`config.mk`:
```
export PLATFORM = sky130hd
export DESIGN_NAME = mem_port_arbiter
export DESIGN_NICKNAME = d
export VERILOG_FILES = /design/src/rtl/mem_port_arbiter.sv
export SDC_FILE = /design/constraint.sdc
export NUM_CORES = 1
export LEC_CHECK = 0
export ABC_AREA = 1
export BUFFER_PORTS_ARGS = -buffer_cell sky130_fd_sc_hd__buf_2
export CORE_AREA = 3 3 105 107
export CTS_BUF_LIST = sky130_fd_sc_hd__clkbuf_8
export DETAILED_ROUTE_END_ITERATION = 6
export DIE_AREA = 0 0 108 110
export GPL_TIMING_DRIVEN = 0
export PLACE_DENSITY = 0.69
export SYNTH_ARGS = -nofsm -noshare
export SYNTH_HDL_FRONTEND = slang
export SYNTH_SLANG_ARGS = --single-unit
```
`constraint.sdc`:
```
create_clock -name i_clk -period 2.5 [get_ports i_clk]
set_input_delay 0.125 -clock i_clk [delete_from_list [all_inputs] [get_ports i_clk]]
set_output_delay 0.125 -clock i_clk [all_outputs]
set_load 0.005 [all_outputs]
```
`src/rtl/mem_port_arbiter.sv`:
```
// rtl/mem_port_arbiter.sv - two-requester arbiter for the shared inst_mem data port
//
// Purpose: latches one access at a time from requester 0 (CPU data) or
// requester 1 (loader/DMA), issues it to inst_mem for one cycle, then returns
// a one-cycle ack with read data.
// Optional feature macro: ARB_ROUND_ROBIN_EN (defined: round-robin tie
// break; undefined: requester 0 always wins a tie).
//
// Ports:
//   i_clk, i_rst                      clock, async active-high reset
//   i_req0/1, i_we0/1                 request and write flag per requester
//   i_addr0/1, i_wdata0/1             word address and write data per requester
//   o_ack0/1, o_rdata0/1              completion pulse and read data per requester
//   o_mem_addr, o_mem_wdata           latched address/data to inst_mem
//   o_mem_write, o_mem_read           one-cycle memory strobes
//   i_mem_rdata                       registered read data from inst_mem
//   o_busy                            high whenever not idle
module mem_port_arbiter #(
   parameter int DATA_WIDTH        = 36,
   parameter int ADDRESS_BUS_WIDTH = 14
) (
   input  logic                         i_clk,
   input  logic                         i_rst,
   input  logic                         i_req0,
   input  logic                         i_req1,
   input  logic                         i_we0,
   input  logic                         i_we1,
   input  logic [ADDRESS_BUS_WIDTH-1:0] i_addr0,
   input  logic [ADDRESS_BUS_WIDTH-1:0] i_addr1,
   input  logic [DATA_WIDTH-1:0]        i_wdata0,
   input  logic [DATA_WIDTH-1:0]        i_wdata1,
   output logic                         o_ack0,
   output logic                         o_ack1,
   output logic [DATA_WIDTH-1:0]        o_rdata0,
   output logic [DATA_WIDTH-1:0]        o_rdata1,
   output logic [ADDRESS_BUS_WIDTH-1:0] o_mem_addr,
   output logic [DATA_WIDTH-1:0]        o_mem_wdata,
   output logic                         o_mem_write,
   output logic                         o_mem_read,
   input  logic [DATA_WIDTH-1:0]        i_mem_rdata,
   output logic                         o_busy
);

   localparam logic [1:0] ST_IDLE  = 2'd0;
   localparam logic [1:0] ST_ISSUE = 2'd1;
   localparam logic [1:0] ST_RESP  = 2'd2;

   logic [1:0]                   state_q, state_d;
   logic                         grant_q, grant_d;
   logic                         we_q, we_d;
   logic [ADDRESS_BUS_WIDTH-1:0] addr_q, addr_d;
   logic [DATA_WIDTH-1:0]        wdata_q, wdata_d;
   logic                         win;

`ifdef ARB_ROUND_ROBIN_EN
   logic                         last_grant_q, last_grant_d;
`endif

   // Winner index for the current IDLE sample.
   always_comb begin
      win = 1'b0;
      if (i_req0 && i_req1) begin
`ifdef ARB_ROUND_ROBIN_EN
         // The requester that was not granted last takes the tie.
         win = ~last_grant_q;
`else
         win = 1'b0;
`endif
      end else begin
         // Single request (or none, where the value is unused).
         win = ~i_req0;
      end
   end

   always_comb begin
      state_d = state_q;
      grant_d = grant_q;
      we_d    = we_q;
      addr_d  = addr_q;
      wdata_d = wdata_q;
`ifdef ARB_ROUND_ROBIN_EN
      last_grant_d = last_grant_q;
`endif
      case (state_q)
         ST_IDLE: begin
            if (i_req0 || i_req1) begin
               state_d = ST_ISSUE;
               grant_d = win;
               we_d    = win ? i_we1    : i_we0;
               addr_d  = win ? i_addr1  : i_addr0;
               wdata_d = win ? i_wdata1 : i_wdata0;
`ifdef ARB_ROUND_ROBIN_EN
               last_grant_d = win;
`endif
            end
         end
         ST_ISSUE: state_d = ST_RESP;
         ST_RESP:  state_d = ST_IDLE;
         default:  state_d = ST_IDLE;
      endcase
   end

   always_ff @(posedge i_clk or posedge i_rst) begin
      if (i_rst) begin
         state_q <= ST_IDLE;
         grant_q <= 1'b0;
         we_q    <= 1'b0;
         addr_q  <= '0;
         wdata_q <= '0;
`ifdef ARB_ROUND_ROBIN_EN
         // Requester 0 wins the first tie after reset.
         last_grant_q <= 1'b1;
`endif
      end else begin
         state_q <= state_d;
         grant_q <= grant_d;
         we_q    <= we_d;
         addr_q  <= addr_d;
         wdata_q <= wdata_d;
`ifdef ARB_ROUND_ROBIN_EN
         last_grant_q <= last_grant_d;
`endif
      end
   end

   // All outputs decode from registered state, so an async reset clears
   // them immediately, including a pending ack.
   assign o_mem_addr  = addr_q;
   assign o_mem_wdata = wdata_q;
   assign o_mem_write = (state_q == ST_ISSUE) &&  we_q;
   assign o_mem_read  = (state_q == ST_ISSUE) && !we_q;
   assign o_ack0      = (state_q == ST_RESP) && !grant_q;
   assign o_ack1      = (state_q == ST_RESP) &&  grant_q;
   assign o_rdata0    = (o_ack0 && !we_q) ? i_mem_rdata : '0;
   assign o_rdata1    = (o_ack1 && !we_q) ? i_mem_rdata : '0;
   assign o_busy      = (state_q != ST_IDLE);

endmodule

```
[Yosys cells after proc, flatten, opt, wreduce, memory -nomap -nowiden]
Cells that the tools add are included.
Storage, ports and cells
  output and inout port bits: 127
  bits in read-only memories: 0
  word-level logic and storage cells: 30
  input bits: 142
  bits in latches: 0
  bits in registers: 54
  memory bits (writable): 0
  memories: 0
Cells by class
  reduce and logical (&&, ||, !) cells: 13
  order comparisons: 0
  shifts and indexed selects: 0
  bitwise gates (word level): 1
  divide/modulo/power cells: 0
  add/subtract/negate cells: 0
  multiply operators: 0
  equality and inequality tests: 3
  muxes and demuxes: 8
Operator list (number)
  $mux 36: 3
  $mux 14: 1
  $logic_and 1x1->1: 7
  $pmux 2 s2: 1
  $eq 2x1->1 const B: 1
  $eq 2x2->1 const B: 1
  $logic_not 1->1: 2
  $logic_not 2->1: 1
  $mux 1: 2
  $mux 2: 1
  $ne 2x2->1 const B: 1
  $reduce_and 2->1: 1
  $reduce_bool 2->1: 1
  $logic_or 1x1->1: 1
  $not 1->1: 1

[Depth between registers and ports, before layout]
Gate-level depths: netlist of the first run.
  depth after elaboration: 4
  mapped depth: 7
  mapped depth without buffers: 5

[Worst setup path after synthesis of the first run]
Ideal clock, no wire load.
  path type: register to register
  start point: register state_q[1]
  end point: register addr_q[0] (netlist: o_mem_addr[0])
  slack: 1.396 ns
  data arrival time: 0.987 ns
  data required time: 2.384 ns
  clock period less this slack: 1.104 ns
  stages on the path, launching flop included: 7
  library setup time: 0.116 ns
  buffers on the path: 2
  path through: dfrtp_1 -> buf_6 -> nor2_1 -> nand2_2 -> buf_4 -> nand2_1 -> nand2_1
Between the ends
  cells in the longest elaborated chain, start to end: 2
Ends and longest elaborated chain
  start: declaration: RTL line 48  | logic [1:0] state_q, state_d;
  start signal: assignment: RTL line 115  | state_q <= state_d;
  $logic_not 2->1: RTL line 84  | case (state_q)
  $reduce_and 2->1 (no line)
  end signal: assignment: RTL line 118  | addr_q <= addr_d;
  end: declaration: RTL line 51  | logic [ADDRESS_BUS_WIDTH-1:0] addr_q, addr_d;
No other way between the ends.
A chain may end at the register's enable or synchronous reset.

[Final worst setup path of the first run]
  start point: register we_q
  end point: output port o_rdata1[11]
Between the ends
  cells in the longest elaborated chain, start to end: 3
Ends and longest elaborated chain
  start: declaration: RTL line 50  | logic we_q, we_d;
  start signal: assignment: RTL line 117  | we_q <= we_d;
  $logic_not 1->1: RTL line 135  | assign o_rdata1 = (o_ack1 && !we_q) ? i_mem_rdata : '0;
  $logic_and 1x1->1: RTL line 135
  $mux 36: RTL line 135
  end: declaration: RTL line 35  | output logic [DATA_WIDTH-1:0] o_rdata1,
No other way between the ends.

==> results of run 1 <==
state kept, by name (all words and copies together) (netlist names):
signal       cells
grant_q          1
o_mem_addr      14
o_mem_wdata     36
state_q          2
we_q             1
worst min-delay path, stage by stage:
cell and delay (ns):
buf_2 0.11, nand3_1 0.07, nand2_1 0.06
cells by family (layout without fill, tap and decap cells):
kind of cell           Yosys count  after routing
buffers and inverters           71            348
DFF                             54             54
and+or+nand+nor                394            394
synthesized netlist by cell type (all sizes together):
| cell type | n | area [um^2] |
|---|---|---|
| nor3 | 4 | 20.0 |
| dfrtp | 54 | 1350 |
| inv | 43 | 161 |
| nor2 | 76 | 304 |
| nand4 | 2 | 42.5 |
| nand3 | 1 | 5.00 |
| buf | 28 | 190 |
| nand2 | 311 | 1180 |
layer usage:
metal | vias to the layer above | track usage [%] | wire, um
li1 | 2051 | - | -
met1 | 1673 | 19.8 | 4510
met2 | 154 | 34.7 | 6050
met3 | 14 | 3.73 | 860
met4 | 0 | 5.14 | 223
met5 | - | 0 | 0
report_power, final:
group          switching [W]  internal [W]
logic                0.00116      0.000885
registers           0.000224       0.00128
clock network       0.000283      0.000427
worst paths after layout:
check / start / end / slack, ns / cells past startpoint
min reg2reg: o_mem_wdata[8] / o_mem_wdata[8] / 0.48 / 2
min: i_req1 / grant_q / 0.09 / 3
max: we_q / o_rdata1[11] / 0.75 / 5
min in group asynchronous: i_rst / o_mem_wdata[31] / 0.44 / 3
max in group asynchronous: i_rst / o_mem_wdata[10] / 1.49 / 4
max reg2reg: state_q[1] / o_mem_wdata[28] / 1.15 / 6
per-stage QoR:
step	setup slack [ns]	utilization, %	area (um^2)	hold WS (ns)
floorplan	1.06	-	3250	0.270
global placement	0.309	46.5	4760	0.403
detailed placement	1.07	46.7	4780	0.252
CTS	0.715	48.2	4930	0.0774
global route	0.652	48.2	4930	0.0952
finish	0.747	48.2	4930	0.0934
final cells by class:
class,count,area [um^2]
Fill cell,1099,5300
Multi-Input combinational cell,394,1550
Timing Repair Buffer,269,1370
Sequential cell,54,1350
Buffer,28,190
Tap cell,136,170
Inverter,43,161
Clock buffer,6,82.6
Clock inverter,2,60.1
==> flow_summary.toml, run 1 <==
[critical_path]
path_cells = "inv_1 -> nand4_4 -> buf_2 -> nor2_1 -> buf_2"
crit_path_max_incr_delay_ns = 0.41
cpLargestDelayFamily = "buffers and inverters"
arrival_ns = 1.63
crit_path_top_delay_cell = "dfrtp_1"
cp.required_ns = 2.38
cp-start-kind = "flip-flop"
path_buf_inv = 3
cp_max_fo = 10
critPathCaptureType = "primary output"
crit_type = "flip-flop to primary output"
cpMostUsedCell = "buf_2"

[outcome]
status = "complete, no violations"

[logic_synthesis]
synthAdderAreaFrac_pct = 0
synth_compound_area_share_pct = 0
yosys_warnings = 0
ys_seq_area_share_pct = 41.6
synth_xor_area_share_pct = 0
syn_inst = 519
synth_cell_types = 15
syn_area_per_cell_um2 = 6.27
synthesis.nets = 661
syn_area_um2 = 3250
synth.area.mux_share_pct = 0
synth_top_family_by_area = "simple AND/OR/NAND/NOR gates"
yosys.area_share.simple_pct = 47.6
synth-seq-cells = 54

[drt]
wire_per_inst_um = 12.5
dr.pass1.iters = 4
num_vias = 3892
drt-initial-drc-count = 167
drtAntennaViolNets = 0
drt_wl_total_um = 11600
vias_per_cell = 4.18
drc = 0

[clock_network]
clk_pin_slew_ns = 0.09
cts_hold_buffers = 1
ctsResizeCount = 0
cts.path.max_buffers = 2
cts_buffers = 5
cts_max_level = 2
cts_sinks = 54
cts_root_buf = "clkbuf_8"
cts_setup_buffers = 0
cts_tree = "yes"
clk_latency_ns = 0.31

[placement]
gp_congestion = 0.832
io_buffers = 267
dp_cells = 923
hpwl_um = 9580

[global_routing]
globalRouteOverflowTotal = 0
grt_use_total_pct = 18.0
first_global_vias = 3485
grt_start_max_net_pins = 29
antenna_found_initial = 0
grt_pass1_wl_um = 16800

[timing]
setup_viol = 0
hold_viol = 0
fin_crit_sh_pct = 70.1
max_freq_mhz = 571
relSlewSlack_pct = 57.7
slew_violations = 0
fin_crit_ns = 1.75
skew_ns = 0.00450
tns_ns = 0
tightest_slew_ns = 0.634
rsz0062_at_grt = "false"

[pwr]
p_leak_nw = 3.38
max-vdd-ir-drop_mv = 0.294
p_per_area_nw_per_um2 = 863
total_power_w = 0.00426

[layout]
syn_to_final_growth_pct = 51.6
mostFrequentLayoutCell = "nand2_1"
layout.nets = 937
antenna_cells = 0
drive_gt1_share_pct = 39.4
layout_common_cells = "nand2_1 (309), buf_2 (284), nor2_1 (74)"
final_cells = 932

[floorplan]
initial_core_util_pct = 31.8
dieArea_um2 = 11900
dieHeight_um = 110
rows = 37
io_pins = 269
core_um2 = 10200
die_x_um = 108

[job]
cap_viol_max_count = 0

[worst_hold_path]
hp-class = "input port to flip-flop"
Note: power is estimated with default switching activity, not from simulation.
==> run 2, diff against run 1 <==
--- a/config.mk
+++ b/config.mk
@@ -7,12 +7,12 @@
 export LEC_CHECK = 0
 export ABC_AREA = 1
 export BUFFER_PORTS_ARGS = -buffer_cell sky130_fd_sc_hd__buf_2
-export CORE_AREA = 3 3 105 107
+export CORE_AREA = 3 3 103 105
 export CTS_BUF_LIST = sky130_fd_sc_hd__clkbuf_8
 export DETAILED_ROUTE_END_ITERATION = 6
-export DIE_AREA = 0 0 108 110
+export DIE_AREA = 0 0 106 108
 export GPL_TIMING_DRIVEN = 0
-export PLACE_DENSITY = 0.69
+export PLACE_DENSITY = 0.71
 export SYNTH_ARGS = -nofsm -noshare
 export SYNTH_HDL_FRONTEND = slang
 export SYNTH_SLANG_ARGS = --single-unit
==> constraint.sdc (replaced) <==
create_clock -name i_clk -period 1.8 [get_ports i_clk]
set_input_delay 0.09 -clock i_clk [delete_from_list [all_inputs] [get_ports i_clk]]
set_output_delay 0.09 -clock i_clk [all_outputs]
set_load 0.005 [all_outputs]
==> run 2 against run 1 <==
Register-to-register slack lost 0.68 ns. Global-route usage is 1.1 points higher. Die area is 3.6% lower. Final cell count shrank 0.32%. Clock skew grew 0.0016 ns. Sequential cell count unchanged. Utilization up 2.1 points. Sequential power rose by 39%. Clock power up 12%. First-iteration DRC count down 3.0%. Sequential share of layout area increased by 0.20 points. Combinational power up 39%. Largest cell class unchanged.
==> flow_summary.toml, run 2 (same netlist as run 1, synthesis figures left out) <==
[global_routing]
globalRouteOverflowTotal = 0
grt_start_max_net_pins = 38
grt_use_total_pct = 19.1
grt_pass1_wl_um = 17500
first_global_vias = 3558
antenna_found_initial = 0

[drt]
drt-initial-drc-count = 162
dr.pass1.iters = 4
vias_per_cell = 4.29
drc = 0
wire_per_inst_um = 12.5
drt_wl_total_um = 11600
drtAntennaViolNets = 0
num_vias = 3983

[placement]
hpwl_um = 9610
dp_cells = 920
gp_congestion = 0.834
io_buffers = 267

[worst_hold_path]
hp-class = "input port to flip-flop"
min_path_cells = 5

[critical_path]
arrival_ns = 1.54
cp-start-kind = "flip-flop"
cp_max_fo = 10
critPathCaptureType = "primary output"
rr_worst_depth = 6
crit_type = "flip-flop to primary output"
cp.required_ns = 1.71

[job]
cap_viol_max_count = 0

[layout]
drive_gt1_share_pct = 39.3
largest_reg_flops = 36
layout.nets = 937
mostFrequentLayoutCell = "nand2_1"
antenna_cells = 0
syn_to_final_growth_pct = 50.5
final_cells = 929
layout_common_cells = "nand2_1 (309), buf_2 (284), nor2_1 (74)"

[clock_network]
cts_sinks = 54
clk_latency_ns = 0.30
clk_pin_slew_ns = 0.10
cts_tree = "yes"
cts_max_level = 2
cts_buffers = 5
cts.path.max_buffers = 2
cts_root_buf = "clkbuf_8"

[floorplan]
dieHeight_um = 108
rows = 36
initial_core_util_pct = 33.4
io_pins = 269
die_x_um = 106
core_um2 = 9730
dieArea_um2 = 11400

[pwr]
p_per_area_nw_per_um2 = 1170
p_leak_nw = 3.36
max-vdd-ir-drop_mv = 0.520

[timing]
fin_crit_sh_pct = 90.7
rsz0062_at_grt = "false"
relSlewSlack_pct = 72.4
slew_violations = 0
max_freq_mhz = 613
hold_slack_ns = 0.0631
skew_ns = 0.00610
fin_crit_ns = 1.63
setup_viol = 0
tightest_slew_ns = 0.413
hold_viol = 0

[outcome]
status = "complete, no violations"
[run 2: cell types whose count changed in the layout (fill, tap and decap cells not counted)]
cell and change:
clkbuf_8 -1, bufinv_16 -1, inv_1 +1, clkinvlp_4 +1
[run 2: final timing paths]
check / to / from / slack (ns)
max: o_rdata1[31] / we_q / 0.17
min: o_mem_wdata[11] / i_wdata1[11] / 0.06
max reg2reg: o_mem_wdata[23] / state_q[1] / 0.47
min reg2reg: o_mem_addr[7] / o_mem_addr[7] / 0.48
max in group asynchronous: o_mem_wdata[12] / i_rst / 0.94
min in group asynchronous: state_q[1] / i_rst / 0.33
[run 2: worst max-delay path: stages, from the launching register on]
cell	delay, ns
dfrtp_1	0.41
inv_1	0.17
nand4_4	0.18
buf_2	0.22
nor2_1	0.12
buf_2	0.14
[run 2: power by group]
group	switching (W)	total [W]	internal (W)
clock	0.000389	0.000798	0.000410
combinational	0.00161	0.00284	0.00123
sequential	0.000316	0.00210	0.00178
[run 2: metrics by stage]
step | cell area [um^2] | utilization (%) | total power [W] | setup TNS (ns) | worst slack (ns)
3_5_place_dp | 4770 | 49.1 | 0.00500 | 0 | 0.467
6_report | 4890 | 50.3 | 0.00574 | 0 | 0.168
3_3_place_gp | 4750 | 48.9 | 0.00495 | -18.62 | -0.348
4_1_cts | 4890 | 50.3 | 0.00583 | 0 | 0.118
2_1_floorplan | 3250 | - | 0.00365 | 0 | 0.395
5_1_grt | 4890 | 50.3 | 0.00623 | 0 | 0.0392
[run 2: cell type report]
class / instances / area (um^2)
buffer: 28 / 190
sequential: 54 / 1350
fill: 1037 / 4830
inverter: 43 / 161
multi-input combinational: 394 / 1550
timing repair buffer: 269 / 1370
clock buffer: 5 / 68.8
clock inverter: 3 / 41.3
tap: 133 / 166
[run 2: repair_timing]
| item | in CTS | in global routing |
|---|---|---|
| hold endpoints to repair | 17 | 0 |
| setup buffers | 0 | 0 |
| hold buffers | 1 | 0 |
| resized for setup | 0 | 0 |
[run 2: routing by layer]
layer	routed length [um]	global-route usage [%]	part of all wire, %	up-vias
met5	0	0	0	-
met4	246	5.27	2.1	0
met3	834	4.60	7.2	17
met2	6060	37.1	52	158
met1	4490	20.5	39	1751
li1	-	-	-	2057
==> run 3, diff against run 2 <==
==> config.mk (replaced) <==
export PLATFORM = sky130hd
export DESIGN_NAME = mem_port_arbiter
export DESIGN_NICKNAME = d
export VERILOG_FILES = /design/src/rtl/mem_port_arbiter.sv
export SDC_FILE = /design/constraint.sdc
export NUM_CORES = 1
export LEC_CHECK = 0
export BUFFER_PORTS_ARGS = -buffer_cell sky130_fd_sc_hd__buf_2
export CORE_AREA = 2 2 103 105
export CTS_BUF_LIST = sky130_fd_sc_hd__clkbuf_8
export DETAILED_ROUTE_END_ITERATION = 6
export DIE_AREA = 0 0 105 107
export GPL_TIMING_DRIVEN = 0
export PLACE_DENSITY = 0.7
export SYNTH_ARGS = -nofsm -noshare
export SYNTH_HDL_FRONTEND = slang
export SYNTH_SLANG_ARGS = --single-unit
==> run 3 against run 2 <==
Synthesized cell count fell by 50%. Routed wire length fell by 13%. Via count is 24% lower. Largest power group unchanged. Clock skew increased by 0.0019 ns. Hold slack better by 0.0098 ns. Sequential power increased by 6%. Critical path depth unchanged. Die area is 1.9% lower.
==> flow_summary.toml, run 3 <==
[logic_synthesis]
syn_area_um2 = 3400
yosys-top-cells-area = "dfrtp_1 (40%), mux2_4 (22%), mux2_2 (18%)"
synth-edff-count = 0
syn_inst = 259
synthesis.nets = 401
ys.flop_type = "dfrtp_1"
yosys_warnings = 0
ys_async_sr_fraction_pct = 100
ys_seq_area_share_pct = 39.7
synth_top_area_share_pct = 39.7
synth_commonest_cells = "and2_1 (73), dfrtp_1 (54), mux2_2 (53)"
synth-seq-cells = 54
syn_area_per_cell_um2 = 13.1
synth_most_common_cell = "and2_1"
synth_cell_types = 17
yosysTopAreaCell = "dfrtp_1"

[timing]
final.setup.worst_slack_ns = 0.0986
slew_violations = 0
tightest_slew_ns = 0.356
hold_viol = 0
tns_ns = 0
max_freq_mhz = 588
fin_crit_ns = 1.70
setup_viol = 0
relSlewSlack_pct = 76.2
rsz0062_at_grt = "true"
fin_crit_sh_pct = 94.5
skew_ns = 0.00800

[job]
cap_viol_max_count = 0

[placement]
gp_congestion = 0.892
hpwl_um = 8330
place_ws_ns = 0.240
dp_cells = 663
io_buffers = 267
place_area_um2 = 4930

[clock_network]
cts_max_level = 2
clk_latency_ns = 0.31
cts_root_buf = "clkbuf_8"
cts_sinks = 54
clk_pin_slew_ns = 0.10
cts.path.max_buffers = 2
cts_tree = "yes"
cts_buffers = 5

[layout]
drive_gt1_share_pct = 75.0
largest_reg_flops = 36
seq_area_um2 = 1350
mostFrequentLayoutCell = "buf_2"
multi_input_comb_area_um2 = 1870
antenna_cells = 0
final_cells = 675
syn_to_final_growth_pct = 49.1
layout.nets = 680
layout_common_cells = "buf_2 (275), and2_1 (73), dfrtp_1 (54)"
n_fill_cell = 942
postLayoutCellArea_um2 = 5070

[floorplan]
initial_core_util_pct = 33.7
core_um2 = 10100
dieHeight_um = 107
die_x_um = 105
dieArea_um2 = 11200
io_pins = 269
rows = 37

[critical_path]
cp-start-kind = "flip-flop"
rr_worst_depth = 5
timing.rr.start = "state_q[0]"
cp.required_ns = 1.71
arrival_ns = 1.61
cp_max_fo = 10
r2r_end = "o_mem_addr[13]"
critPathCaptureType = "primary output"
r2r_slack_ns = 0.26
crit_type = "flip-flop to primary output"

[global_routing]
grt_pass1_wl_um = 15500
grt_start_max_net_pins = 41
antenna_found_initial = 0
globalRouteOverflowTotal = 0
first_global_vias = 3050
grt_use_total_pct = 17.4

[worst_hold_path]
hp-class = "input port to flip-flop"
hold_start = "i_req1"
min_path_cells = 3
min_to = "grant_q"

[drt]
vias_per_cell = 4.48
dr.pass1.iters = 4
num_vias = 3024
drt_wl_total_um = 10100
wire_per_inst_um = 15.0
drc = 0
drtAntennaViolNets = 0
drt-initial-drc-count = 88

[outcome]
status = "complete, no violations"

[pwr]
max-vdd-ir-drop_mv = 0.597
p_leak_nw = 2.84
p_per_area_nw_per_um2 = 1270
-- run 3: final cells by class --
| cell class | instances | area share (%) |
|---|---|---|
| multi-input combinational | 185 | 36.8 |
| timing repair buffer | 272 | 27.4 |
| sequential | 54 | 26.6 |
| buffer | 18 | 3.65 |
| tap | 136 | 3.36 |
| clock buffer | 6 | 1.63 |
| clock inverter | 2 | 0.395 |
| inverter | 2 | 0.148 |
-- run 3: layer usage --
metal	global-route usage (%)	vias up	share of wire, %
met5	0	-	0
met2	33.9	165	53
met4	3.05	0	0.65
li1	-	1428	-
met3	4.38	7	8.1
met1	19.2	1424	38
-- run 3: cells by family after synthesis --
kind of cell | count (synthesis) | share of synthesized area [%]
buffers and inverters | 20 | 5.45
flip-flops | 54 | 39.7
AO/OA/AOI/OAI | 3 | 0.515
AND/OR/NAND/NOR | 80 | 15.1
multiplexers | 102 | 39.2
-- run 3: timing repair --
action	in CTS	in global routing
hold buffers	1	0
resized for setup	1	6
pin swaps	0	1
setup buffers	1	2
endpoints found under the setup margin	30	50
endpoints found under the hold margin	14	0
-- run 3: metrics by stage --
stage                     hold WS (ns)  util (%)  power [W]
after floorplan                  0.268         -    0.00443
after global placement           0.377      48.6    0.00565
after detailed placement        0.0859      48.8    0.00573
after CTS                       0.0572      50.0    0.00655
after global routing            0.0777      50.2    0.00691
final                           0.0728      50.2    0.00645
-- run 3: worst max-delay path, cell delays in order (launching register included) --
cell and delay (ns):
dfrtp_1 0.43, and3b_1 0.24, and2b_4 0.20, buf_2 0.18, and2_1 0.14, buf_2 0.13
-- run 3: worst max-delay path by stage --
stage               slack (ns)        from  cells past startpoint              to
detailed placement        0.24  state_q[0]                      5   o_mem_addr[6]
finish                     0.1  state_q[0]                      5    o_rdata1[25]
global route            -0.009  state_q[0]                      5    o_rdata0[31]
CTS                       0.03  state_q[0]                      5    o_rdata1[18]
floorplan                 0.39  state_q[0]                      5   o_mem_addr[0]
global placement         -0.25       i_rst                      2  o_mem_addr[11]
-- run 3: power breakdown --
part | switching (W) | internal (W)
Clock | 0.000419 | 0.000328
Combinational | 0.00126 | 0.00222
Sequential | 0.000380 | 0.00184
